===== config.mk =====
export PLATFORM = sky130hd
export DESIGN_NAME = id_ex_stage
export DESIGN_NICKNAME = d
export VERILOG_FILES = /design/src/rtl/id_ex_stage.sv
export SDC_FILE = /design/constraint.sdc
export NUM_CORES = 1
export LEC_CHECK = 0
export BUFFER_PORTS_ARGS = -buffer_cell sky130_fd_sc_hd__buf_2
export CAP_MARGIN = 20
export CORE_MARGIN = 1
export CORE_UTILIZATION = 35
export CTS_CLUSTER_DIAMETER = 100
export DETAILED_ROUTE_END_ITERATION = 10
export PLACE_DENSITY = 0.66
export SLEW_MARGIN = 5
export SYNTH_ARGS = -nofsm -noshare
export SYNTH_HDL_FRONTEND = slang
export SYNTH_SLANG_ARGS = --single-unit

===== constraint.sdc =====
create_clock -name clk -period 5.63 [get_ports clk]
set_input_delay 1.689 -clock clk [delete_from_list [all_inputs] [get_ports clk]]
set_output_delay 1.689 -clock clk [all_outputs]
set_load 0.01 [all_outputs]

===== src/rtl/id_ex_stage.sv =====
// RV32I decode stage and ID/EX pipeline register: operand fetch with same-cycle
// writeback bypass, immediate generation, load-use hazard detection and bubble insertion.
module id_ex_stage #(
  parameter int XLEN   = 32,
  parameter int REG_AW = 5
) (
  input  logic              clk,
  input  logic              rst,
  input  logic              if_valid,
  input  logic [XLEN-1:0]   if_instr,
  input  logic [XLEN-1:0]   if_pc,
  input  logic              flush,
  output logic [REG_AW-1:0] rf_a1,
  output logic [REG_AW-1:0] rf_a2,
  input  logic [XLEN-1:0]   rf_rd1,
  input  logic [XLEN-1:0]   rf_rd2,
  input  logic              wb_we,
  input  logic [REG_AW-1:0] wb_rd,
  input  logic [XLEN-1:0]   wb_data,
  output logic              id_stall,
  output logic              ex_valid,
  output logic [XLEN-1:0]   ex_pc,
  output logic [XLEN-1:0]   ex_rs1_val,
  output logic [XLEN-1:0]   ex_rs2_val,
  output logic [XLEN-1:0]   ex_imm,
  output logic [REG_AW-1:0] ex_rs1,
  output logic [REG_AW-1:0] ex_rs2,
  output logic [REG_AW-1:0] ex_rd,
  output logic [6:0]        ex_opcode,
  output logic [2:0]        ex_funct3,
  output logic              ex_funct7b5,
  output logic              ex_reg_write,
  output logic              ex_is_load,
  output logic              ex_illegal
);

  typedef enum logic [6:0] {
    OP_LUI    = 7'b0110111,
    OP_AUIPC  = 7'b0010111,
    OP_JAL    = 7'b1101111,
    OP_JALR   = 7'b1100111,
    OP_BRANCH = 7'b1100011,
    OP_LOAD   = 7'b0000011,
    OP_STORE  = 7'b0100011,
    OP_IMM    = 7'b0010011,
    OP_REG    = 7'b0110011,
    OP_FENCE  = 7'b0001111,
    OP_SYSTEM = 7'b1110011
  } opcode_e;

  typedef struct packed {
    logic              valid;
    logic [XLEN-1:0]   pc;
    logic [XLEN-1:0]   rs1_val;
    logic [XLEN-1:0]   rs2_val;
    logic [XLEN-1:0]   imm;
    logic [REG_AW-1:0] rs1;
    logic [REG_AW-1:0] rs2;
    logic [REG_AW-1:0] rd;
    logic [6:0]        opcode;
    logic [2:0]        funct3;
    logic              funct7b5;
    logic              reg_write;
    logic              is_load;
    logic              illegal;
  } ex_reg_t;

  ex_reg_t ex_d, ex_q;

  // Decoded fields of the instruction currently in ID
  logic [6:0]        opcode;
  logic [REG_AW-1:0] rs1, rs2, rd;
  logic [XLEN-1:0]   imm;
  logic              uses_rs1, uses_rs2;
  logic              dec_is_load, dec_illegal, dec_no_rd;
  logic              hazard;

  assign opcode = if_instr[6:0];
  assign rs1    = if_instr[19:15];
  assign rs2    = if_instr[24:20];
  assign rd     = if_instr[11:7];

  // Read addresses are raw instruction slices, independent of if_valid.
  assign rf_a1 = rs1;
  assign rf_a2 = rs2;

  // NOTE: every output of a combinational block gets a default before the case,
  // otherwise an unlisted opcode leaves it unassigned and a latch is inferred.
  always_comb begin
    imm         = '0;
    uses_rs1    = 1'b1;
    uses_rs2    = 1'b0;
    dec_is_load = 1'b0;
    dec_illegal = 1'b0;
    dec_no_rd   = 1'b0;
    case (opcode)
      OP_IMM, OP_JALR: begin
        imm = {{20{if_instr[31]}}, if_instr[31:20]};
      end
      OP_LOAD: begin
        imm         = {{20{if_instr[31]}}, if_instr[31:20]};
        dec_is_load = 1'b1;
      end
      OP_STORE: begin
        imm       = {{20{if_instr[31]}}, if_instr[31:25], if_instr[11:7]};
        uses_rs2  = 1'b1;
        dec_no_rd = 1'b1;
      end
      OP_BRANCH: begin
        imm       = {{19{if_instr[31]}}, if_instr[31], if_instr[7],
                     if_instr[30:25], if_instr[11:8], 1'b0};
        uses_rs2  = 1'b1;
        dec_no_rd = 1'b1;
      end
      OP_LUI, OP_AUIPC: begin
        imm      = {if_instr[31:12], 12'b0};
        uses_rs1 = 1'b0;
      end
      OP_JAL: begin
        imm      = {{11{if_instr[31]}}, if_instr[31], if_instr[19:12],
                    if_instr[20], if_instr[30:21], 1'b0};
        uses_rs1 = 1'b0;
      end
      OP_REG: begin
        uses_rs2 = 1'b1;
      end
      OP_FENCE, OP_SYSTEM: begin
      end
      default: begin
        dec_illegal = 1'b1;
      end
    endcase
  end

  // The register file writes on the same edge EX captures, so a matching
  // writeback must be taken from the write port rather than the stale read.
  function automatic logic [XLEN-1:0] sel_operand(
    input logic [REG_AW-1:0] src,
    input logic [XLEN-1:0]   rf_val,
    input logic              we,
    input logic [REG_AW-1:0] waddr,
    input logic [XLEN-1:0]   wdata
  );
    if (src == '0)
      return '0;
    else if (we && (waddr == src))
      return wdata;
    else
      return rf_val;
  endfunction

  // A load in EX cannot forward until MEM completes, so a dependent consumer waits one cycle.
  assign hazard = if_valid && ex_q.valid && ex_q.is_load && (ex_q.rd != '0) &&
                  ((uses_rs1 && (rs1 == ex_q.rd)) || (uses_rs2 && (rs2 == ex_q.rd)));

  assign id_stall = hazard && !flush;

  always_comb begin
    ex_d = ex_q;
    if (flush || hazard) begin
      ex_d.valid     = 1'b0;
      ex_d.reg_write = 1'b0;
      ex_d.is_load   = 1'b0;
      ex_d.illegal   = 1'b0;
    end else begin
      ex_d.valid     = if_valid;
      ex_d.pc        = if_pc;
      ex_d.rs1_val   = sel_operand(rs1, rf_rd1, wb_we, wb_rd, wb_data);
      ex_d.rs2_val   = sel_operand(rs2, rf_rd2, wb_we, wb_rd, wb_data);
      ex_d.imm       = imm;
      ex_d.rs1       = rs1;
      ex_d.rs2       = rs2;
      ex_d.rd        = rd;
      ex_d.opcode    = opcode;
      ex_d.funct3    = if_instr[14:12];
      ex_d.funct7b5  = if_instr[30];
      // Control flags are qualified by if_valid so an empty slot never looks live downstream.
      ex_d.reg_write = if_valid && !dec_no_rd && (rd != '0);
      ex_d.is_load   = if_valid && dec_is_load;
      ex_d.illegal   = if_valid && dec_illegal;
    end
  end

  // NOTE: state registers use non-blocking assignments so every flop samples
  // pre-edge values regardless of process ordering.
  always_ff @(posedge clk or negedge rst) begin
    if (!rst)
      ex_q <= '0;
    else
      ex_q <= ex_d;
  end

  assign ex_valid     = ex_q.valid;
  assign ex_pc        = ex_q.pc;
  assign ex_rs1_val   = ex_q.rs1_val;
  assign ex_rs2_val   = ex_q.rs2_val;
  assign ex_imm       = ex_q.imm;
  assign ex_rs1       = ex_q.rs1;
  assign ex_rs2       = ex_q.rs2;
  assign ex_rd        = ex_q.rd;
  assign ex_opcode    = ex_q.opcode;
  assign ex_funct3    = ex_q.funct3;
  assign ex_funct7b5  = ex_q.funct7b5;
  assign ex_reg_write = ex_q.reg_write;
  assign ex_is_load   = ex_q.is_load;
  assign ex_illegal   = ex_q.illegal;

endmodule

==> impl_metrics.py, run 1 <==
metrics = {
    "status": {
        "status": "complete, no violations",
    },
    "yosys": {
        "avgSynthCellArea_um2": 11.1,
        "synth-seq-area-share_pct": 48.8,
        "yosysWarnings": 0,
        "syn_inst": 729,
        "synthTopCellsByArea": "dfrtp_1 49%, mux2_2 13%, mux2_4 6.5%",
        "yosys.area.top_type": "dfrtp_1",
        "syn_nets": 899,
        "yosys.area.top_type_share_pct": 48.8,
        "netlist_area_mm2": 0.00810,
        "ys_types": 43,
        "synth-seq-cells": 158,
    },
    "layout": {
        "antenna_cells": 0,
        "fin_area_mm2": 0.0105,
        "synthToLayoutAreaGrowth_pct": 30.0,
        "mostFrequentLayoutCell": "buf_2",
        "drive_gt1_share_pct": 49.9,
        "final_cell_mix": "337 x buf_2, 158 x dfrtp_1, 95 x mux2_2, 87 x a21oi_1, 68 x nand3_1",
        "fin_nets": 1200,
        "final_util_pct": 46.5,
    },
    "drt": {
        "drt-pass1-iter-count": 5,
        "antenna_left": 0,
        "drt_iter0_drc": 470,
        "wl_per_cell_um": 18.5,
        "remaining_drc_errors": 0,
        "viasPerCell": 5.20,
        "routed_wl_um": 24600,
        "num_vias": 6909,
    },
    "timing": {
        "max_freq_mhz": 205,
        "period_needed_ns": 4.88,
        "finalSetupTns_ns": 0,
        "worst-slew-pin-transition_ns": 1.05,
        "skew_ns": 0.0106,
        "rsz0062_at_grt": "false",
        "finalCritPeriodShare_pct": 86.7,
        "slew_headroom_pct": 29.6,
        "slew_viol_final": 0,
        "hold_viol": 0,
        "layout_setup_ws_ns": 0.749,
        "hold_ws_ns": 0.499,
        "setup_viol": 0,
    },
    "global_routing": {
        "grt_max_degree": 96,
        "antenna_found_initial": 1,
        "grt_pass1_wl_um": 38700,
        "grt_pass1_vias": 6878,
        "grt_overflow": 0,
        "grtUsageTotal_pct": 21.0,
    },
    "power_and_ir_drop": {
        "p_leak_uw": 0.00502,
        "powerDensity_mw_per_mm2": 296,
        "peakVddDrop_mv": 0.165,
    },
    "worst_setup_path": {
        "worstSetupEndpointType": "output pin",
        "crit_type": "input pin to output pin",
        "worstPathMaxFanout": 12,
        "start_kind": "input pin",
        "crit_required_ns": 3.94,
        "cp.arrival_ns": 3.19,
    },
    "job": {
        "maxCapViolations": 0,
    },
    "clocking": {
        "root_buffer": "clkbuf_16",
        "cts_tree": "done",
        "clk_pin_slew_ns": 0.07,
        "clkLatencyLatePin_ns": 0.42,
        "htreeDepth": 4,
        "numCtsBuffers": 17,
        "post_cts_buffers": 0,
        "cts_resized": 0,
        "clock-sinks": 158,
        "hold_buffers": 0,
        "clockBufferDepth": 2,
    },
    "floorplanning": {
        "die_area_mm2": 0.0237,
        "io_pins": 339,
        "coreArea_mm2": 0.0226,
        "initial_core_util_pct": 35.8,
        "die_y_um": 154,
        "die_w_um": 154,
        "row_count": 55,
    },
    "hold_path": {
        "hold_path.class": "flop to flop",
    },
    "placed_design": {
        "globalplace.congestion": 0.835,
        "place_ws_ns": 0.765,
        "dp_hpwl_um": 17000,
        "portBuffers": 338,
        "place_area_mm2": 0.00988,
    },
}
-- cell families after synthesis --
kind of cell              after synthesis  share of synthesized area (%)
AOI/OAI and AO/OA                     167                           11.0
DFF                                   158                           48.8
muxes                                 156                           22.9
and+or+nand+nor                       128                           8.30
buffers and inverters                 100                           6.75
xor gates and xnor gates               20                           2.16
-- worst max-delay path, cell delays in order --
cell and delay [ns]:
buf_2 0.18, nor2b_1 0.35, and3_1 0.20, buf_4 0.18, o21bai_4 0.23, o21a_1 0.18, nor2_1 0.04, buf_2 0.13
-- metal layers --
metal  GRT usage [%]  wire [µm]
met5               0         17
met4            6.52        410
met3            5.16       1800
met2            35.2      11900
met1            26.6      10400
-- sequential cells by signal, summed over array words and instances (netlist names), 3 cells and up --
| signal | count |
|---|---|
| ex_rd | 5 |
| ex_funct3 | 3 |
| ex_rs2_val | 32 |
| ex_opcode | 7 |
| ex_rs1 | 5 |
| ex_rs2 | 5 |
| ex_imm | 32 |
| ex_rs1_val | 32 |
| ex_pc | 32 |
-- power breakdown --
group	total [µW]	internal (µW)	switching, µW	leakage [µW]
Sequential	1300	1240	57.1	0.00193
Clock	1250	718	530	0.000303
Combinational	572	272	300	0.00279
Total	3120	2230	887	0.00502
-- metrics by stage --
stage	std cells	power [µW]
finish	1328	3120
global route	1328	3260
CTS	1327	3150
detailed placement	1295	1890
global placement	1294	1880
floorplan	729	1630
-- path summary, 6_finish.rpt --
| check | startpoint | end | slack, ns | cells after the start |
|---|---|---|---|---|
| hold reg to reg | ex_rs1[4]$_DFFE_PN0N_ | ex_rs1[4]$_DFFE_PN0N_ | 0.50 | 1 |
| setup reg to reg | ex_rd[2]$_DFFE_PN0N_ | ex_rs1_val[26]$_DFFE_PN0N_ | 3.21 | 6 |
| min in group asynchronous | rst | ex_rs1_val[10]$_DFFE_PN0N_ | 1.28 | 1 |
| setup / recovery | if_instr[2] | id_stall | 0.75 | 8 |
| max in group asynchronous | rst | ex_imm[7]$_DFFE_PN0N_ | 3.42 | 2 |
| hold / removal | ex_rs1[4]$_DFFE_PN0N_ | ex_rs1[4]$_DFFE_PN0N_ | 0.50 | 1 |
-- cell type report --
class | instances | area (µm²)
inverters | 29 | 109
clock buffers | 18 | 429
flip-flops and latches | 158 | 3950
well taps | 285 | 357
fillers | 2199 | 12100
multi-input cells | 471 | 3610
repair buffers | 353 | 1880
clock inverters | 14 | 193
-- cells in the mapped netlist, drive strengths merged --
cell type / count
mux2i: 26
a22o: 4
or3: 1
mux2: 130
o32ai: 1
a32o: 1
and4: 2
a31oi: 1
o31ai: 1
a21boi: 1
a21oi: 87
nor2b: 4
o21ai: 67
o21a: 1
nand2: 19
nand4b: 1
o211ai: 1
o2111ai: 1
nand3: 68
xnor2: 12
or4: 3
and4b: 1
o21bai: 1
and3: 2
and2: 3
nor4: 1
inv: 29
nor3: 6
clkbuf: 37
nor2: 10
dfrtp: 158
nand4: 5
and3b: 2
buf: 34
xor2: 8
Note: power is estimated with default switching activity, not from simulation.
==> run 2, diff against run 1 <==
==> constraint.sdc (replaced) <==
create_clock -name clk -period 5 [get_ports clk]
set_input_delay 0.5 -clock clk [delete_from_list [all_inputs] [get_ports clk]]
set_output_delay 0.5 -clock clk [all_outputs]
set_load 0.01 [all_outputs]
==> impl_metrics.py, run 2 (synthesis gave the netlist of run 1 again) <==
metrics = {
    "status": {
        "status": "complete, no violations",
    },
    "clocking": {
        "clkLatencyLatePin_ns": 0.42,
        "htreeDepth": 4,
        "root_buffer": "clkbuf_16",
        "hold_buffers": 0,
        "cts_tree": "done",
        "cts_resized": 0,
        "numCtsBuffers": 17,
        "clk_pin_slew_ns": 0.07,
        "post_cts_buffers": 0,
        "clock-sinks": 158,
        "clockBufferDepth": 2,
    },
    "worst_setup_path": {
        "r2r_start": "ex_rd[2]$_DFFE_PN0N_",
        "reg2reg_slack_ns": 2.39,
        "worstPathMaxFanout": 12,
        "cp_cell_sequence": "buf_2 > nor2b_1 > and3_1 > o21bai_4 > o21a_1 > nor2_1 > buf_2",
        "crit_type": "input pin to output pin",
        "start_kind": "input pin",
        "max_stage_delay_ns": 0.49,
        "worstSetupEndpointType": "output pin",
        "crit_required_ns": 4.50,
        "cp_slowest_cell": "and3_1",
        "reg2reg_to": "ex_pc[2]$_DFFE_PN0N_",
        "cp_common_cell": "buf_2",
        "r2r_cells": 6,
        "cp.arrival_ns": 2.18,
    },
    "floorplanning": {
        "die_y_um": 154,
        "row_count": 55,
        "die_area_mm2": 0.0237,
        "die_w_um": 154,
        "initial_core_util_pct": 35.8,
        "coreArea_mm2": 0.0226,
        "io_pins": 339,
    },
    "placed_design": {
        "portBuffers": 338,
        "dp.cells": 1293,
        "dp_hpwl_um": 16900,
        "globalplace.congestion": 0.839,
        "place_area_mm2": 0.00983,
    },
    "layout": {
        "fin_area_mm2": 0.0104,
        "fin_nets": 1198,
        "instances_no_fill": 1327,
        "final_cell_mix": "337 x buf_2, 158 x dfrtp_1, 95 x mux2_2, 87 x a21oi_1, 68 x nand3_1",
        "mostFrequentLayoutCell": "buf_2",
        "drive_gt1_share_pct": 49.9,
        "final_util_pct": 46.1,
        "synthToLayoutAreaGrowth_pct": 29.0,
    },
    "drt": {
        "viasPerCell": 5.15,
        "antenna_left": 0,
        "remaining_drc_errors": 0,
        "drt_iter0_drc": 421,
        "wl_per_cell_um": 18.2,
        "drt-pass1-iter-count": 7,
        "routed_wl_um": 24100,
        "num_vias": 6834,
    },
    "timing": {
        "rsz0062_at_grt": "false",
        "finalSetupTns_ns": 0,
        "finalCritPeriodShare_pct": 53.5,
        "hold_ws_ns": 0.101,
        "worst-slew-pin-transition_ns": 1.01,
        "skew_ns": 0.00935,
        "max_freq_mhz": 374,
        "setup_viol": 0,
        "hold_viol": 0,
        "period_needed_ns": 2.68,
        "slew_viol_final": 0,
        "slew_headroom_pct": 32.2,
    },
    "global_routing": {
        "grt_pass1_wl_um": 37400,
        "antenna_found_initial": 2,
        "grt_max_degree": 95,
        "grt_pass1_vias": 6719,
        "grt_overflow": 0,
        "grtUsageTotal_pct": 20.2,
    },
    "power_and_ir_drop": {
        "p_leak_uw": 0.00498,
        "peakVddDrop_mv": 0.206,
        "powerDensity_mw_per_mm2": 324,
    },
    "job": {
        "maxCapViolations": 0,
    },
    "hold_path": {
        "hold_path.class": "input pin to async pin",
    },
}
[run 2: cell count changes in the layout (fill, tap and decap cells not counted), sizes merged]
cell,before,now
clkinv,1,5
inv,38,37
bufinv,3,0
diode,0,1
buf,353,351
[run 2: area by class of cell]
type / instances / area [µm²]
Inverter: 29 / 109
Fill cell: 2152 / 12200
Multi-Input combinational cell: 471 / 3610
Sequential cell: 158 / 3950
Tap cell: 285 / 357
Clock buffer: 18 / 439
Timing Repair Buffer: 351 / 1830
Clock inverter: 14 / 146
Antenna cell: 1 / 2.50
[run 2: worst max-delay path by stage]
stage          depth (start not counted)  slack (ns)                         end         start
2_1_floorplan                          9        2.90  ex_rs1_val[10]$_DFFE_PN0N_  if_instr[20]
3_3_place_gp                           7        1.95        ex_pc[0]$_DFFE_PN0N_   if_instr[3]
3_5_place_dp                           7        1.90        ex_pc[2]$_DFFE_PN0N_   if_instr[3]
4_1_cts                                7        2.32                    id_stall   if_instr[2]
5_1_grt                                7        2.14                    id_stall   if_instr[2]
6_report                               7        2.32                    id_stall   if_instr[2]
[run 2: where the power goes]
group	switching (µW)	internal, µW
registers	64.4	1390
clock network	614	680
logic	334	303
[run 2: critical path, delay by kind of cell]
family / cells / cell delay [ns]
AND/OR/NAND/NOR: 3 / 0.85
AO/OA/AOI/OAI: 2 / 0.50
buffers and inverters: 2 / 0.32
[run 2: layer usage]
layer / track usage [%] / share of wire [%] / vias to the layer above
li1: - / - / 3172
met1: 25.7 / 42 / 3280
met2: 33.1 / 48 / 335
met3: 5.38 / 7.3 / 45
met4: 7.33 / 2.8 / 2
met5: 0 / 0.042 / -
[run 2: per-stage QoR]
step                      total power (µW)  setup WS (ns)
after floorplan                       1830           2.90
after global placement                2110           1.95
after detailed placement              2120           1.90
after CTS                             3430           2.32
after global routing                  3540           2.14
final                                 3390           2.32
